$ cat src/rtl/fir_xifu_pkg.sv
// Shared types for the FIR XIFU controller: scoreboard entry state and
// the ID->controller and controller->EX side-band bundles.
package fir_xifu_pkg;

  localparam int X_ID_WIDTH_DEFAULT = 4;

  // Life cycle of one tracked XIF instruction id
  typedef enum logic [1:0] {
    SB_FREE      = 2'b00,
    SB_ISSUED    = 2'b01,
    SB_COMMITTED = 2'b10
  } sb_state_t;

  // Issue notification from the ID stage
  typedef struct packed {
    logic                          issue;
    logic [X_ID_WIDTH_DEFAULT-1:0] id;
  } id2ctrl_t;

  // Side-effect permission and flush towards the EX stage
  typedef struct packed {
    logic commit;
    logic kill;
  } ctrl2ex_t;

endpackage

$ cat src/rtl/fir_xifu_ctrl_if.sv
// Bundle of all pipeline-facing controller signals. The controller is the
// slave; the pipeline (or a bench) is the master.
interface fir_xifu_ctrl_if #(
  parameter int X_ID_WIDTH = fir_xifu_pkg::X_ID_WIDTH_DEFAULT
);

  logic                  clear_i;
  logic                  issue_i;
  logic [X_ID_WIDTH-1:0] issue_id_i;
  logic                  commit_valid_i;
  logic [X_ID_WIDTH-1:0] commit_id_i;
  logic                  commit_kill_i;
  logic                  ex_valid_i;
  logic [X_ID_WIDTH-1:0] ex_id_i;
  logic                  ex_commit_o;
  logic                  retire_i;
  logic [X_ID_WIDTH-1:0] retire_id_i;
  logic                  ready_o;
  logic                  kill_o;
  logic [X_ID_WIDTH:0]   outstanding_o;
  logic                  err_o;

  modport slave (
    input  clear_i, issue_i, issue_id_i,
    input  commit_valid_i, commit_id_i, commit_kill_i,
    input  ex_valid_i, ex_id_i,
    input  retire_i, retire_id_i,
    output ex_commit_o, ready_o, kill_o, outstanding_o, err_o
  );

  modport master (
    output clear_i, issue_i, issue_id_i,
    output commit_valid_i, commit_id_i, commit_kill_i,
    output ex_valid_i, ex_id_i,
    output retire_i, retire_id_i,
    input  ex_commit_o, ready_o, kill_o, outstanding_o, err_o
  );

endinterface

$ cat src/rtl/fir_xifu_sb_entry.sv
// One scoreboard entry. Events of a single cycle are applied in the order
// retire -> issue -> commit, so an id can be retired and re-issued in the
// same cycle, and an issue plus commit of the same id resolves directly.
module fir_xifu_sb_entry
  import fir_xifu_pkg::*;
(
  input  logic      clk_i,
  input  logic      rst_ni,
  input  logic      clear_i,
  input  logic      issue_hit_i,
  input  logic      commit_hit_i,
  input  logic      kill_i,
  input  logic      retire_hit_i,
  output sb_state_t state_o,
  output logic      err_o,
  output logic      eff_kill_o,
  output logic      retire_ok_o
);

  sb_state_t r_state;
  sb_state_t w_state_next;
  sb_state_t w_after_retire;
  sb_state_t w_after_issue;

  // Entry state register
  always_ff @(posedge clk_i or negedge rst_ni) begin
    if (!rst_ni) begin
      r_state <= SB_FREE;
    end else begin
      r_state <= w_state_next;
    end
  end

  // Next-state and per-entry event decode
  always_comb begin
    w_after_retire = r_state;
    w_after_issue  = r_state;
    w_state_next   = r_state;
    err_o          = 1'b0;
    eff_kill_o     = 1'b0;
    retire_ok_o    = 1'b0;

    // Only a committed instruction may leave through WB
    if (retire_hit_i) begin
      if (r_state == SB_COMMITTED) begin
        w_after_retire = SB_FREE;
        retire_ok_o    = 1'b1;
      end else begin
        err_o = 1'b1;
      end
    end

    // Issue always wins the entry; reusing a live id is flagged
    w_after_issue = w_after_retire;
    if (issue_hit_i) begin
      if (w_after_retire != SB_FREE) begin
        err_o = 1'b1;
      end
      w_after_issue = SB_ISSUED;
    end

    // Commit/kill only acts on an issued entry
    w_state_next = w_after_issue;
    if (commit_hit_i) begin
      if (w_after_issue == SB_ISSUED) begin
        if (kill_i) begin
          w_state_next = SB_FREE;
          eff_kill_o   = 1'b1;
        end else begin
          w_state_next = SB_COMMITTED;
        end
      end else begin
        err_o = 1'b1;
      end
    end

    // Flush discards everything that happened this cycle
    if (clear_i) begin
      w_state_next = SB_FREE;
      err_o        = 1'b0;
      eff_kill_o   = 1'b0;
      retire_ok_o  = 1'b0;
    end
  end

  assign state_o = r_state;

endmodule

$ cat src/rtl/fir_xifu_ctrl.sv
// FIR XIFU controller: per-id commit scoreboard, side-effect gating for EX,
// outstanding counter with ID back-pressure, kill pulse and sticky error.
// MAX_OUTSTANDING is expected in 1..2**X_ID_WIDTH.
module fir_xifu_ctrl
  import fir_xifu_pkg::*;
#(
  parameter int X_ID_WIDTH      = X_ID_WIDTH_DEFAULT,
  parameter int MAX_OUTSTANDING = 4
) (
  input logic           clk_i,
  input logic           rst_ni,
  fir_xifu_ctrl_if.slave bus
);

  localparam int NUM_ENTRIES = 2 ** X_ID_WIDTH;
  localparam int CW          = X_ID_WIDTH + 1;
  localparam int SW          = X_ID_WIDTH + 3;

  sb_state_t              w_state [NUM_ENTRIES];
  logic [NUM_ENTRIES-1:0] w_err_vec;
  logic [NUM_ENTRIES-1:0] w_kill_vec;
  logic [NUM_ENTRIES-1:0] w_retire_vec;

  logic [CW-1:0] r_cnt;
  logic [CW-1:0] w_cnt_next;
  logic [SW-1:0] w_cnt_sum;
  logic          w_sat_err;
  logic          w_any_kill;
  logic          w_any_retire;
  logic          w_any_err;
  logic          r_kill;
  logic          r_err;
  ctrl2ex_t      w_ctrl2ex;

  // One FSM per id; hits are decoded from the shared id buses
  generate
    for (genvar gi = 0; gi < NUM_ENTRIES; gi++) begin : g_entry
      fir_xifu_sb_entry u_entry (
        .clk_i        (clk_i),
        .rst_ni       (rst_ni),
        .clear_i      (bus.clear_i),
        .issue_hit_i  (bus.issue_i && (int'(bus.issue_id_i) == gi)),
        .commit_hit_i (bus.commit_valid_i && (int'(bus.commit_id_i) == gi)),
        .kill_i       (bus.commit_kill_i),
        .retire_hit_i (bus.retire_i && (int'(bus.retire_id_i) == gi)),
        .state_o      (w_state[gi]),
        .err_o        (w_err_vec[gi]),
        .eff_kill_o   (w_kill_vec[gi]),
        .retire_ok_o  (w_retire_vec[gi])
      );
    end
  endgenerate

  assign w_any_kill   = |w_kill_vec;
  assign w_any_retire = |w_retire_vec;
  assign w_any_err    = |w_err_vec;

  // Outstanding counter: net of issue, retire and effective kill, saturating
  always_comb begin
    w_cnt_sum  = {2'b00, r_cnt} + SW'(bus.issue_i) - SW'(w_any_retire) - SW'(w_any_kill);
    w_cnt_next = w_cnt_sum[CW-1:0];
    w_sat_err  = 1'b0;
    if (w_cnt_sum[SW-1]) begin
      w_cnt_next = '0;
      w_sat_err  = 1'b1;
    end else if (w_cnt_sum > SW'(NUM_ENTRIES)) begin
      w_cnt_next = CW'(NUM_ENTRIES);
      w_sat_err  = 1'b1;
    end
    if (bus.clear_i) begin
      w_cnt_next = '0;
      w_sat_err  = 1'b0;
    end
  end

  // Counter, kill pulse and sticky error registers
  always_ff @(posedge clk_i or negedge rst_ni) begin
    if (!rst_ni) begin
      r_cnt  <= '0;
      r_kill <= 1'b0;
      r_err  <= 1'b0;
    end else if (bus.clear_i) begin
      r_cnt  <= '0;
      r_kill <= 1'b0;
      r_err  <= 1'b0;
    end else begin
      r_cnt  <= w_cnt_next;
      r_kill <= w_any_kill;
      r_err  <= r_err | w_any_err | w_sat_err;
    end
  end

  // EX may proceed only once its id is committed; combinational so EX can stall on it
  assign w_ctrl2ex.commit = bus.ex_valid_i && (w_state[bus.ex_id_i] == SB_COMMITTED);
  assign w_ctrl2ex.kill   = r_kill;

  assign bus.ex_commit_o   = w_ctrl2ex.commit;
  assign bus.kill_o        = w_ctrl2ex.kill;
  assign bus.ready_o       = (r_cnt < CW'(MAX_OUTSTANDING));
  assign bus.outstanding_o = r_cnt;
  assign bus.err_o         = r_err;

endmodule

$ cat src/flat_wrapper.sv
// flat-port wrapper written by rule: the top's interface ports become plain ports
module fir_xifu_ctrl_flat import fir_xifu_pkg::*;
#(
  parameter int X_ID_WIDTH      = X_ID_WIDTH_DEFAULT,
  parameter int MAX_OUTSTANDING = 4
)
  (clk_i, rst_ni, bus_clear_i, bus_issue_i, bus_issue_id_i, bus_commit_valid_i, bus_commit_id_i, bus_commit_kill_i, bus_ex_valid_i, bus_ex_id_i, bus_retire_i, bus_retire_id_i, bus_ex_commit_o, bus_ready_o, bus_kill_o, bus_outstanding_o, bus_err_o);
  fir_xifu_ctrl_if #(.X_ID_WIDTH(X_ID_WIDTH)) bus_i ();
  input logic clk_i;
  input logic rst_ni;
  input wire logic [$bits(bus_i.clear_i)-1:0] bus_clear_i;
  input wire logic [$bits(bus_i.issue_i)-1:0] bus_issue_i;
  input wire logic [$bits(bus_i.issue_id_i)-1:0] bus_issue_id_i;
  input wire logic [$bits(bus_i.commit_valid_i)-1:0] bus_commit_valid_i;
  input wire logic [$bits(bus_i.commit_id_i)-1:0] bus_commit_id_i;
  input wire logic [$bits(bus_i.commit_kill_i)-1:0] bus_commit_kill_i;
  input wire logic [$bits(bus_i.ex_valid_i)-1:0] bus_ex_valid_i;
  input wire logic [$bits(bus_i.ex_id_i)-1:0] bus_ex_id_i;
  input wire logic [$bits(bus_i.retire_i)-1:0] bus_retire_i;
  input wire logic [$bits(bus_i.retire_id_i)-1:0] bus_retire_id_i;
  output wire logic [$bits(bus_i.ex_commit_o)-1:0] bus_ex_commit_o;
  output wire logic [$bits(bus_i.ready_o)-1:0] bus_ready_o;
  output wire logic [$bits(bus_i.kill_o)-1:0] bus_kill_o;
  output wire logic [$bits(bus_i.outstanding_o)-1:0] bus_outstanding_o;
  output wire logic [$bits(bus_i.err_o)-1:0] bus_err_o;
  assign bus_i.clear_i = bus_clear_i;
  assign bus_i.issue_i = bus_issue_i;
  assign bus_i.issue_id_i = bus_issue_id_i;
  assign bus_i.commit_valid_i = bus_commit_valid_i;
  assign bus_i.commit_id_i = bus_commit_id_i;
  assign bus_i.commit_kill_i = bus_commit_kill_i;
  assign bus_i.ex_valid_i = bus_ex_valid_i;
  assign bus_i.ex_id_i = bus_ex_id_i;
  assign bus_i.retire_i = bus_retire_i;
  assign bus_i.retire_id_i = bus_retire_id_i;
  assign bus_ex_commit_o = bus_i.ex_commit_o;
  assign bus_ready_o = bus_i.ready_o;
  assign bus_kill_o = bus_i.kill_o;
  assign bus_outstanding_o = bus_i.outstanding_o;
  assign bus_err_o = bus_i.err_o;
  fir_xifu_ctrl #(.X_ID_WIDTH(X_ID_WIDTH), .MAX_OUTSTANDING(MAX_OUTSTANDING)) u_core (.clk_i(clk_i), .rst_ni(rst_ni), .bus(bus_i));
endmodule
$ cat config.mk
export PLATFORM = sky130hd
export DESIGN_NAME = fir_xifu_ctrl_flat
export DESIGN_NICKNAME = d
export VERILOG_FILES = /design/src/rtl/fir_xifu_pkg.sv /design/src/rtl/fir_xifu_ctrl_if.sv /design/src/rtl/fir_xifu_sb_entry.sv /design/src/rtl/fir_xifu_ctrl.sv /design/src/flat_wrapper.sv
export SDC_FILE = /design/constraint.sdc
export NUM_CORES = 1
export LEC_CHECK = 0
export CORE_ASPECT_RATIO = 1.25
export CORE_MARGIN = 1
export CORE_UTILIZATION = 35
export CTS_BUF_LIST = sky130_fd_sc_hd__clkbuf_8
export CTS_CLUSTER_SIZE = 10
export DETAILED_ROUTE_END_ITERATION = 16
export PLACE_DENSITY = 0.64
export RECOVER_POWER = 25
export SKIP_CTS_REPAIR_TIMING = 1
export SLEW_MARGIN = 5
export SYNTH_ARGS = -nofsm -noshare
export SYNTH_HDL_FRONTEND = slang
export SYNTH_SLANG_ARGS = --single-unit
$ cat constraint.sdc
create_clock -name clk_i -period 4.72 [get_ports clk_i]
set_input_delay 1.416 -clock clk_i [delete_from_list [all_inputs] [get_ports clk_i]]
set_output_delay 1.416 -clock clk_i [all_outputs]
set_load 0.01 [all_outputs]
Word-level counts from Yosys, hierarchy flattened
Cells that the tools add are included.
- bits in registers: 39
- latch bits: 0
- bits in writable memories: 0
- memory bits (read-only): 0
- input port bits: 24
- output and inout bits: 9
- logic and storage cells: 494
- memories kept: 0
- add/sub/neg operators: 3
- multiply operators: 0
- divide/modulo/power cells: 0
- magnitude comparators: 3
- eq/ne operators: 78
- shift operators: 0
- mux-type cells: 317
- bitwise operators: 3
- reductions and logical operators: 71
- operators with widths (cell ; number):
    1-bit two-way mux ; 214
    2-bit two-way mux ; 99
    4-bit == test, second input constant ; 24
    1-bit logical AND ; 49
    4-bit by 3-bit == test with 1-bit output, second input constant ; 12
    16-bit OR reduction ; 3
    2-bit == test, second input constant ; 17
    2-bit by 1-bit == test with 1-bit output, second input constant ; 16
    2-bit nonzero test ; 16
    4-bit by 2-bit == test with 1-bit output, second input constant ; 6
    5-bit two-way mux ; 3
    7-bit by 1-bit subtractor with 7-bit output ; 2
    4-bit by 1-bit == test with 1-bit output, second input constant ; 3
    4-bit logical NOT ; 3
    2-bit binary-select mux with 4-bit select ; 1
    7-bit by 5-bit > comparator with 1-bit output, second input constant ; 1
    5-bit by 1-bit adder with 6-bit output ; 1
    5-bit >= comparator, second input constant ; 1
    5-bit by 3-bit < comparator with 1-bit output, second input constant ; 1
    4-bit NOT with 5-bit output ; 1
    1-bit bitwise OR ; 2

Depth between registers and ports, before layout
Gate-level depths: netlist of the first run.
- depth after elaboration: 16
- gate-level depth with buffers: 17
- gate-level depth less buffers: 15

Cells and area by module
From an unflattened synthesis of the first run, not the netlist that was laid out.
- cell total of the unflattened synthesis: 496
- area, all modules: 3901.2 um^2
- by module, submodules not included (module ; times used ; cells each ; area an instance (um^2) ; sequential area each (um^2)):
    fir_xifu_sb_entry ; 16 ; 20 ; 166.4 ; 50.0
    fir_xifu_ctrl ; 1 ; 176 ; 1238.7 ; 175.2

Worst setup path after synthesis of the first run
OpenSTA, ideal clock, no wires.
- path type: in2reg
- start: in bus_issue_id_i[0]
- end: reg u_core.r_err, in the netlist u_core.bus.err_o
- setup time: 0.138 ns
- arrival: 4.486 ns
- required time: 4.582 ns
- slack: 0.095 ns
- stages: 16
- buffers on the path: 2
- cells stage by stage: clkbuf_1 or3b_1 buf_2 nor2_1 a21oi_1 o22ai_1 nor2_1 a311o_1 fa_1 inv_1 ha_1 inv_1 o311ai_0 a221oi_1 nor4_1 a31oi_1
- word-level cells in the longest chain between the ends: 15
- elaborated cells on any way between the ends: 186
- classes of those cells: add/sub (1); order compare (1); eq/ne (31); mux (132); bitwise (2); reduce/logical (19)
- ends and longest elaborated chain (what ; RTL line ; source):
    start, declared ; flat_wrapper.sv:13 ; input wire logic [$bits(bus_i.issue_id_i)-1:0] bus_issue_id_i;
    4-bit by 1-bit == test with 1-bit output (tied with other cells) ; fir_xifu_ctrl.sv:42 ; .issue_hit_i (bus.issue_i && (int'(bus.issue_id_i) == gi)),
    1-bit logical AND ; fir_xifu_ctrl.sv:42 ;
    2-bit two-way mux ; fir_xifu_sb_entry.sv:55 ; if (issue_hit_i) begin
    2-bit by 1-bit == test with 1-bit output ; fir_xifu_sb_entry.sv:65 ; if (w_after_issue == SB_ISSUED) begin
    1-bit two-way mux ; fir_xifu_sb_entry.sv:65 ;
    1-bit two-way mux ; fir_xifu_sb_entry.sv:64 ; if (commit_hit_i) begin
    1-bit two-way mux ; fir_xifu_sb_entry.sv:78 ; if (clear_i) begin
    16-bit OR reduction ; fir_xifu_ctrl.sv:54 ; assign w_any_kill = |w_kill_vec;
    7-bit by 1-bit subtractor with 7-bit output ; fir_xifu_ctrl.sv:60 ; w_cnt_sum = {2'b00, r_cnt} + SW'(bus.issue_i) - SW'(w_any_retire) - SW'(w_any_kill);
    7-bit by 5-bit > comparator with 1-bit output ; fir_xifu_ctrl.sv:66 ; end else if (w_cnt_sum > SW'(NUM_ENTRIES)) begin
    1-bit two-way mux ; fir_xifu_ctrl.sv:66 ;
    1-bit two-way mux ; fir_xifu_ctrl.sv:63 ; if (w_cnt_sum[SW-1]) begin
    1-bit two-way mux ; fir_xifu_ctrl.sv:70 ; if (bus.clear_i) begin
    1-bit bitwise OR (*) ; fir_xifu_ctrl.sv:89 ; r_err <= r_err | w_any_err | w_sat_err;
    1-bit two-way mux (*) ; fir_xifu_ctrl.sv:82 ; end else if (bus.clear_i) begin
    end signal, assigned ; fir_xifu_ctrl.sv:89 ;
    end, declared ; fir_xifu_ctrl.sv:32 ; logic r_err;
Mark *: on every way between the ends. The rest lies on a longest branch, timed or not.

Final worst setup path of the first run
- start: in bus_issue_id_i[1]
- end: reg u_core.r_cnt[0], in the netlist u_core.bus.outstanding_o[0]
- word-level cells in the longest chain between the ends: 13
- elaborated cells on any way between the ends: 118
- classes of those cells: add/sub (1); order compare (1); eq/ne (31); mux (67); reduce/logical (18)
- ends and longest elaborated chain (what ; RTL line ; source):
    4-bit by 1-bit == test with 1-bit output (tied with other cells) ; fir_xifu_ctrl.sv:42 ;
    1-bit logical AND ; fir_xifu_ctrl.sv:42 ;
    2-bit two-way mux ; fir_xifu_sb_entry.sv:55 ;
    2-bit by 1-bit == test with 1-bit output ; fir_xifu_sb_entry.sv:65 ;
    1-bit two-way mux ; fir_xifu_sb_entry.sv:65 ;
    1-bit two-way mux ; fir_xifu_sb_entry.sv:64 ;
    1-bit two-way mux ; fir_xifu_sb_entry.sv:78 ;
    16-bit OR reduction (*) ; fir_xifu_ctrl.sv:54 ;
    7-bit by 1-bit subtractor with 7-bit output (*) ; fir_xifu_ctrl.sv:60 ;
    7-bit by 5-bit > comparator with 1-bit output ; fir_xifu_ctrl.sv:66 ;
    5-bit two-way mux ; fir_xifu_ctrl.sv:66 ;
    5-bit two-way mux (*) ; fir_xifu_ctrl.sv:63 ;
    5-bit two-way mux (*) ; fir_xifu_ctrl.sv:82 ;
    end signal, assigned ; fir_xifu_ctrl.sv:87 ; r_cnt <= w_cnt_next;
    end, declared ; fir_xifu_ctrl.sv:24 ; logic [CW-1:0] r_cnt;
Marks and branches as above.

==> results of run 1 <==
[report_power, final]
part / internal (mW) / switching (mW) / leakage (nW)
sequential: 0.340 / 0.00832 / 0.540
clock: 0.171 / 0.137 / 0.0612
combinational: 0.114 / 0.127 / 1.70
[layout make-up]
type,count,area share
multi-input combinational,408,0.5044
timing repair buffer,163,0.2502
sequential,39,0.1816
tap,129,0.03003
clock buffer,6,0.01536
inverter,17,0.01187
clock inverter,2,0.006518
[worst max-delay path, delay by kind of cell]
kind	cells	cell delay, ns
AO/OA/AOI/OAI	6	1.56
buffers and inverters	4	0.97
AND/OR/NAND/NOR	5	0.57
adder cells (fa/ha/maj)	1	0.37
[logic make-up after synthesis]
group                    share of synthesized area
XOR/XNOR                                   0.01160
buffers and inverters                      0.04435
AO/OA/AOI/OAI                               0.2654
multiplexers                               0.02797
adder cells (fa/ha/maj)                    0.01570
AND/OR/NAND/NOR                             0.3688
flip-flops                                  0.2661
[registers in the layout, indices dropped and copies added, names as in the netlist]
| register | count |
|---|---|
| u_core.g_entry.u_entry.state_o | 32 |
| u_core.bus.outstanding_o | 5 |
| u_core.bus.err_o | 1 |
| u_core.bus.kill_o | 1 |
[routing by layer]
metal / global-route usage / part of all wire
met1: 0.3270 / 0.40
met4: 0.1251 / 0.047
met2: 0.4667 / 0.49
met5: 0 / 0
met3: 0.03581 / 0.062
[synth_stat cells, types with 4 or more instances]
library cell / instances
o32ai_1: 9
nand3_1: 19
nand3b_1: 9
dfrtp_1: 39
nor3_1: 22
a211oi_1: 9
a31oi_1: 8
buf_2: 7
nor4_1: 5
o22ai_1: 5
nand2_1: 34
a21oi_1: 44
o21ai_0: 20
clkbuf_1: 16
nand4_1: 11
or2_2: 5
and3_1: 4
o311ai_0: 7
inv_1: 17
nor2b_1: 20
nor2_1: 54
nand2b_1: 23
o211ai_1: 13
or3_1: 24
a211o_1: 4
[worst min path at each step]
stage / start / slack (ns) / to
3_5_place_dp: u_core.g_entry[0].u_entry.state_o[1]$_DFF_PN0_ / 0.58 / u_core.g_entry[0].u_entry.state_o[0]$_DFF_PN0_
4_1_cts: u_core.g_entry[0].u_entry.state_o[1]$_DFF_PN0_ / 0.59 / u_core.g_entry[0].u_entry.state_o[0]$_DFF_PN0_
5_1_grt: u_core.g_entry[0].u_entry.state_o[1]$_DFF_PN0_ / 0.64 / u_core.g_entry[0].u_entry.state_o[0]$_DFF_PN0_
6_report: u_core.g_entry[0].u_entry.state_o[1]$_DFF_PN0_ / 0.59 / u_core.g_entry[0].u_entry.state_o[0]$_DFF_PN0_
2_1_floorplan: u_core.g_entry[0].u_entry.state_o[1]$_DFF_PN0_ / 0.55 / u_core.g_entry[0].u_entry.state_o[0]$_DFF_PN0_
3_3_place_gp: u_core.g_entry[0].u_entry.state_o[1]$_DFF_PN0_ / 0.58 / u_core.g_entry[0].u_entry.state_o[0]$_DFF_PN0_
==> run summary, run 1 <==
Most common cell after layout, fill and taps aside = buf_4
Yosys warns = 0
Largest net degree at the start of global routing = 40
Clk_lat worst skew = 0.32 ns
H-tree Lvls = 2
Outcome = finished with violations
Leading cell types in the layout, fill and taps excluded = buf_4, nor2_1, a21oi_1, dfrtp_1, nand2_1
Drt initial violations = 484
Slowest cell delay on critical path = 0.46 ns
Seq cells post-synth = 39
Power after layout = 0.8981 mW
Period utilization = 0.9936
Cells after Synth = 488
Ys async rst share = 1.000
Worst setup path start = bus_issue_id_i[1]
Synthesized area = 3667 µm²
Finished Cell Area = 5375 µm²
FF-to-FF End = u_core.bus.err_o$_DFF_PN0_
Fin crit period = 4.690 ns
CP required = 4.93 ns
WL per Instance = 19.55 µm
CTS tree = built
DR DRC count = 0
EDFF count, synth = 0
Gr ovfl total = 0
Dominant cells by area after synthesis = dfrtp_1, a21oi_1, nor2_1
Final net count = 662
DP Cell Count = 756
Die height = 116.4 µm
Worst Path Max Fanout = 12
R2r startpoint = u_core.g_entry[9].u_entry.state_o[1]$_DFF_PN0_
CTS sink count = 39
Critical Path Sink Type = flop
Util after Layout = 0.5292
R2r setup slk = 1.15 ns
Post-DRT Antenna Nets = 0
Row cnt = 41
Antenna violations before repair = 0
Width of the die = 93.56 µm
Slew Limit Headroom = -0.4956
Synth-to-layout area growth = 46.57%
Vias/cell = 6.001
Worst-Margin Slew = 2.243 ns
Yosys top cell by area = dfrtp_1
Final Hold Fails = 0
Crit-path cells = clkdlybuf4s50_1 > buf_4 > nand2_1 > a2bb2oi_1 > o31ai_1 > buf_4 > nor4_2 > a311o_1 > fa_2 > buf_4 > nor3_2 > a21oi_1 > a211o_1 > a221oi_4 > or2_4 > nor2_1
Worst hold slack = 0.5883 ns
Synth top area share = 0.2661
WL final = 14.94 mm
FMAX = 213.2 MHz
Violated checks = capacitance limit, slew limit
Final Slew Violations = 40
Critical-path top delay cell = clkdlybuf4s50_1
Post-synthesis cell type count = 63
CP Launch Type = input port
First-pass GRT wire length = 21.99 mm
Clock transition at the registers of the reported paths = 0.10 ns
Routability Congestion = 0.9710
Clock skew = 0.01291 ns
Synthesized area per cell = 7.515 µm²
Dpl cell area = 5029 µm²
Total CTS buffers = 5
Max Cap Viol = 1
Final setup fails = 0
Number of global-route vias before repair = 4226
TNS Setup = 0 ns
Multi-input logic area = 2711 µm²
Power Density = 167.1 nW/µm²
Hold path depth = 2
Initial Util = 0.3610
Dpl hpwl = 11.77 mm
Final antenna diode count = 0
Max rail drop VDD = 0.1177 mV
Worst hold path type = flop to flop
Pleak = 2.299 nW
DR vias = 4585
Reg2Reg Depth = 15
FF/Latch Area = 975.9 µm²
CP Class = input port to flop
Post-synth top flop = dfrtp_1
Worst Path Arrival = 4.90 ns
IO Pins = 33
CORE AREA = 10160 µm²
CTS max path bufs = 2
Setup crit end = u_core.bus.outstanding_o[0]$_DFF_PN0_
Input/output buffers = 32
Layout cells sized above 1 = 0.2961
Dpl ws = -0.6547 ns
CP most frequent cell = buf_4
Post-synth net total = 516
Layout Cells excl Fill = 764
CTS root buf = clkbuf_8
Post-synthesis sequential area ratio = 0.2661
Fill count = 973
Pre-antenna DRT Iters = 6
GRT Total Usage = 0.2677
Worst setup margin = 0.03033 ns
Die Area = 10890 µm²
No activity file was read; power rests on OpenSTA's default activity.
==> run 2: changes to the inputs <==
--- a/config.mk
+++ b/config.mk
@@ -12,9 +12,10 @@
 export CTS_CLUSTER_SIZE = 10
 export DETAILED_ROUTE_END_ITERATION = 16
 export PLACE_DENSITY = 0.64
-export RECOVER_POWER = 25
+export RECOVER_POWER = 50
 export SKIP_CTS_REPAIR_TIMING = 1
 export SLEW_MARGIN = 5
 export SYNTH_ARGS = -nofsm -noshare
 export SYNTH_HDL_FRONTEND = slang
 export SYNTH_SLANG_ARGS = --single-unit
+export TNS_END_PERCENT = 50
==> run 2 against run 1 <==
Utilization barely moved. Cell area barely moved. Combinational power barely moved. Via count fell by 0.15%. Global-route usage did not move. Fmax barely moved. Cell count did not move. Power barely moved. Sequential share of layout area barely moved. Setup slack got worse by 0.0030 ns. Clock skew rose by 0.0017 ns. Largest cell class unchanged. Sequential power barely moved. Largest power group unchanged. The run still ends with capacitance limit, slew limit left.
==> run summary, run 2 (synthesis results as in run 1) <==
Outcome = finished with violations
Violated checks = capacitance limit, slew limit
Final Hold Fails = 0
Slew Limit Headroom = -0.4951
Antenna violations before repair = 0
First-pass GRT wire length = 21.99 mm
Clock skew = 0.01459 ns
Drt initial violations = 493
DR DRC count = 0
Max rail drop VDD = 0.1177 mV
Met1 usage = 0.3270
CTS root buf = clkbuf_8
Routing usage on met3 = 0.03581
Gr ovfl total = 0
H-tree Lvls = 2
FMAX = 213.1 MHz
Leading cell types in the layout, fill and taps excluded = buf_4, nor2_1, a21oi_1, dfrtp_1, nand2_1
CTS tree = built
Total net switching power = 0.2732 mW
Pre-antenna DRT Iters = 6
Reg2Reg Depth = 15
Die Area = 10890 µm²
Critical Path Sink Type = flop
Clk_lat worst skew = 0.32 ns
Total CTS buffers = 5
Pint = 0.6255 mW
Final net count = 662
Register share of total power = 0.388
Hold path depth = 2
Vias/cell = 5.992
Layout cells sized above 1 = 0.2945
Combinational share of power = 0.268
Pleak = 2.295 nW
Worst hold slack = 0.5887 ns
Final antenna diode count = 0
Max Cap Viol = 1
CORE AREA = 10160 µm²
Die height = 116.4 µm
Final Slew Violations = 40
Layout Cells excl Fill = 764
CTS max path bufs = 2
Row cnt = 41
Synth-to-layout area growth = 46.47%
Final setup fails = 0
Largest register FFs = 32
Period utilization = 0.9942
Power Density = 167.3 nW/µm²
Dpl hpwl = 11.77 mm
Worst Path Arrival = 4.90 ns
Fin crit period = 4.693 ns
Width of the die = 93.56 µm
Worst-Margin Slew = 2.243 ns
TNS Setup = 0 ns
M2 GR Usage = 0.4667
Clock transition at the registers of the reported paths = 0.10 ns
WL per Instance = 19.51 µm
Worst hold path type = flop to flop
CP Class = input port to flop
CTS sink count = 39
DP Cell Count = 756
Input/output buffers = 32
WL final = 14.90 mm
Number of global-route vias before repair = 4226
Most common cell after layout, fill and taps aside = buf_4
Post-DRT Antenna Nets = 0
DR vias = 4578
Routability Congestion = 0.9710
CP required = 4.93 ns
Clock power share = 0.345
GRT Total Usage = 0.2677
IO Pins = 33
Largest net degree at the start of global routing = 40
Sw frac = 0.3040
Worst Path Max Fanout = 12
CP Launch Type = input port
GRT Max-Usage Layer = met2
Initial Util = 0.3610
-- run 2: cell count changes in the layout (fill, tap and decap cells not counted) --
cell,previous run,this run
clkdlybuf4s50_1,15,14
dlygate4sd3_1,0,1
clkbuf_1,1,2
buf_4,129,128
-- run 2: worst paths after layout --
| check | startpoint | endpoint | slack [ns] |
|---|---|---|---|
| min | u_core.g_entry[0].u_entry.state_o[1]$_DFF_PN0_ | u_core.g_entry[0].u_entry.state_o[0]$_DFF_PN0_ | 0.59 |
| max reg2reg | u_core.g_entry[9].u_entry.state_o[1]$_DFF_PN0_ | u_core.bus.err_o$_DFF_PN0_ | 1.14 |
| max in group asynchronous | rst_ni | u_core.g_entry[12].u_entry.state_o[1]$_DFF_PN0_ | 1.66 |
| max | bus_issue_id_i[1] | u_core.bus.outstanding_o[0]$_DFF_PN0_ | 0.03 |
| min in group asynchronous | rst_ni | u_core.g_entry[0].u_entry.state_o[1]$_DFF_PN0_ | 1.74 |
| min reg2reg | u_core.g_entry[0].u_entry.state_o[1]$_DFF_PN0_ | u_core.g_entry[0].u_entry.state_o[0]$_DFF_PN0_ | 0.59 |
-- run 2: stage by stage --
stage,cell area (µm²),utilization,worst slack [ns],power (mW)
global placement,5029,0.4951,-0.5332,0.5741
detailed placement,5029,0.4951,-0.6547,0.5767
floorplan,3667,-,0.09525,0.4448
finish,5371,0.5288,0.02732,0.8987
global route,5371,0.5288,-0.07924,0.9261
CTS,5146,0.5067,-0.3264,0.8802
-- run 2: metal layers --
layer / vias up / wire length [µm]
li1: 2140 / -
met1: 2188 / 5909
met2: 206 / 7295
met3: 44 / 986
met4: 0 / 712
met5: - / 0
-- run 2: cell type report --
class / instances / area, µm²
fillers: 972 / 4786
multi-input cells: 408 / 2711
repair buffers: 163 / 1341
flip-flops and latches: 39 / 975.9
well taps: 129 / 161.4
clock buffers: 6 / 82.58
inverters: 17 / 63.81
clock inverters: 2 / 35.03
-- run 2: power groups by stage --
stage	logic, mW	clock network (mW)	registers [mW]
3_5_place_dp	0.222	0	0.355
2_1_floorplan	0.0910	0	0.354
3_3_place_gp	0.220	0	0.355
6_report	0.240	0.310	0.349
5_1_grt	0.255	0.322	0.349
4_1_cts	0.223	0.309	0.348
-- run 2: critical path: stages --
cell and delay [ns]:
clkdlybuf4s50_1 0.46, buf_4 0.19, nand2_1 0.12, a2bb2oi_1 0.17, o31ai_1 0.21, buf_4 0.16, nor4_2 0.05, a311o_1 0.38
fa_2 0.37, buf_4 0.16, nor3_2 0.17, a21oi_1 0.08, a211o_1 0.37, a221oi_4 0.35, or2_4 0.19, nor2_1 0.04
==> run 3: changes to the inputs <==
--- a/config.mk
+++ b/config.mk
@@ -11,7 +11,6 @@
 export CTS_BUF_LIST = sky130_fd_sc_hd__clkbuf_8
 export CTS_CLUSTER_SIZE = 10
 export DETAILED_ROUTE_END_ITERATION = 16
-export PLACE_DENSITY = 0.64
 export RECOVER_POWER = 50
 export SKIP_CTS_REPAIR_TIMING = 1
 export SLEW_MARGIN = 5
==> run 3 against run 2 <==
The flow still finishes with violations (capacitance limit, slew limit). Die area unchanged. Sequential power about the same. Highest routed layer unchanged. Largest power group unchanged. Register-to-register slack improved by 0.25 ns. Sequential share of layout area shrank 0.28 points.
==> run summary, run 3 (synthesis results as in run 1) <==
CTS tree = built
Dpl hpwl = 12.15 mm
Power Density = 164.9 nW/µm²
WL final = 15.11 mm
DR vias = 4522
Antenna violations before repair = 0
Number of global-route vias before repair = 4383
Dpl cell area = 5004 µm²
CORE AREA = 10160 µm²
CTS max path bufs = 2
CTS root buf = clkbuf_8
Die Area = 10890 µm²
Critical-path top delay cell = clkdlybuf4s50_1
Vias/cell = 5.903
Layout cells sized above 1 = 0.3030
Worst Path Arrival = 4.79 ns
Slowest cell delay on critical path = 0.50 ns
Fin crit period = 4.584 ns
Clk_lat worst skew = 0.31 ns
Final Hold Fails = 0
Drt initial violations = 260
Most common cell after layout, fill and taps aside = buf_4
First-pass GRT wire length = 22.85 mm
Clock skew = 0.01073 ns
Worst hold path type = flop to flop
CP Launch Type = input port
Total CTS buffers = 5
Fill count = 986
Critical Path Sink Type = flop
Synth-to-layout area growth = 48.79%
TNS Setup = 0 ns
Violated checks = capacitance limit, slew limit
Clock transition at the registers of the reported paths = 0.08 ns
CP Class = input port to flop
Worst-Margin Slew = 2.121 ns
Period utilization = 0.9713
FMAX = 218.1 MHz
GRT Total Usage = 0.2847
H-tree Lvls = 2
Largest register FFs = 32
Width of the die = 93.56 µm
CTS sink count = 39
Routability Congestion = 1.019
Slew Limit Headroom = -0.4142
Pleak = 2.284 nW
Input/output buffers = 32
Die height = 116.4 µm
Post-DRT Antenna Nets = 0
Final net count = 664
Finished Cell Area = 5456 µm²
Final antenna diode count = 0
CP required = 4.93 ns
Outcome = finished with violations
Initial Util = 0.3610
Pre-antenna DRT Iters = 5
Row cnt = 41
Largest net degree at the start of global routing = 40
Max rail drop VDD = 0.1002 mV
IO Pins = 33
Worst Path Max Fanout = 11
Final Slew Violations = 40
Max Cap Viol = 1
DR DRC count = 0
R2r setup slk = 1.39 ns
Leading cell types in the layout, fill and taps excluded = buf_4, nor2_1, a21oi_1, dfrtp_1, nand2_1
Crit-path cells = clkdlybuf4s50_1 > buf_12 > nand2_1 > a2bb2oi_1 > o31ai_1 > nor4_2 > a311o_1 > fa_2 > buf_6 > nor3_4 > a21oi_2 > a211o_1 > a221oi_4 > or2_4 > nor2_1
WL per Instance = 19.72 µm
Gr ovfl total = 0
Final setup fails = 0
[run 3: cell types whose count changed in the layout (fill, tap and decap cells not counted), sizes merged]
cell           before  now
buf               130  132
dlygate4sd3         1    0
dlymetal6s2s       16   14
clkdlybuf4s50      14   17
[run 3: path summary, 6_finish.rpt]
kind | startpoint | end | cells after the start
min in group asynchronous | rst_ni | u_core.g_entry[1].u_entry.state_o[0]$_DFF_PN0_ | 1
max in group asynchronous | rst_ni | u_core.g_entry[0].u_entry.state_o[0]$_DFF_PN0_ | 1
min reg2reg | u_core.g_entry[0].u_entry.state_o[1]$_DFF_PN0_ | u_core.g_entry[0].u_entry.state_o[0]$_DFF_PN0_ | 2
max reg2reg | u_core.g_entry[14].u_entry.state_o[0]$_DFF_PN0_ | u_core.bus.outstanding_o[2]$_DFF_PN0_ | 16
max | bus_issue_id_i[1] | u_core.bus.outstanding_o[2]$_DFF_PN0_ | 15
min | u_core.g_entry[0].u_entry.state_o[1]$_DFF_PN0_ | u_core.g_entry[0].u_entry.state_o[0]$_DFF_PN0_ | 2
[run 3: power by group]
| part | internal [mW] | switching (mW) |
|---|---|---|
| clock | 0.171 | 0.135 |
| sequential | 0.340 | 0.00795 |
| combinational | 0.117 | 0.128 |
| total | 0.629 | 0.271 |
[run 3: area by class of cell]
type / count / area, µm² / share of cell area
Multi-Input combinational cell: 408 / 2764 / 0.5065
Tap cell: 129 / 161.4 / 0.02958
Clock buffer: 6 / 82.58 / 0.01513
Clock inverter: 2 / 35.03 / 0.006421
Inverter: 17 / 66.31 / 0.01215
Timing Repair Buffer: 165 / 1371 / 0.2513
Sequential cell: 39 / 975.9 / 0.1789
[run 3: metrics by stage]
| stage | util | worst slack, ns | total power, mW | cells | hold WS [ns] |
|---|---|---|---|---|---|
| finish | 0.5372 | 0.1356 | 0.8998 | 766 | 0.6100 |
| detailed placement | 0.4926 | -0.6156 | 0.5774 | 751 | 0.5928 |
| CTS | 0.5042 | -0.3000 | 0.8853 | 759 | 0.6075 |
| global placement | 0.4926 | -0.4718 | 0.5754 | 751 | 0.5834 |
| global route | 0.5372 | -0.04624 | 0.9382 | 766 | 0.6553 |
| floorplan | - | 0.09525 | 0.4448 | 488 | 0.5508 |
[run 3: worst max-delay path: cells and delay by family]
family          cells  cell delay [ns]
fa+ha+maj           1             0.42
compound gates      6             1.56
simple gates        5             0.56
buf+inv             3             0.80
[run 3: per-layer routing]
metal | track usage | part of all wire | vias up
met3 | 0.02669 | 0.043 | 52
li1 | - | - | 2132
met4 | 0.1682 | 0.061 | 0
met1 | 0.3426 | 0.41 | 2165
met5 | 0 | 0 | -
met2 | 0.4946 | 0.49 | 173
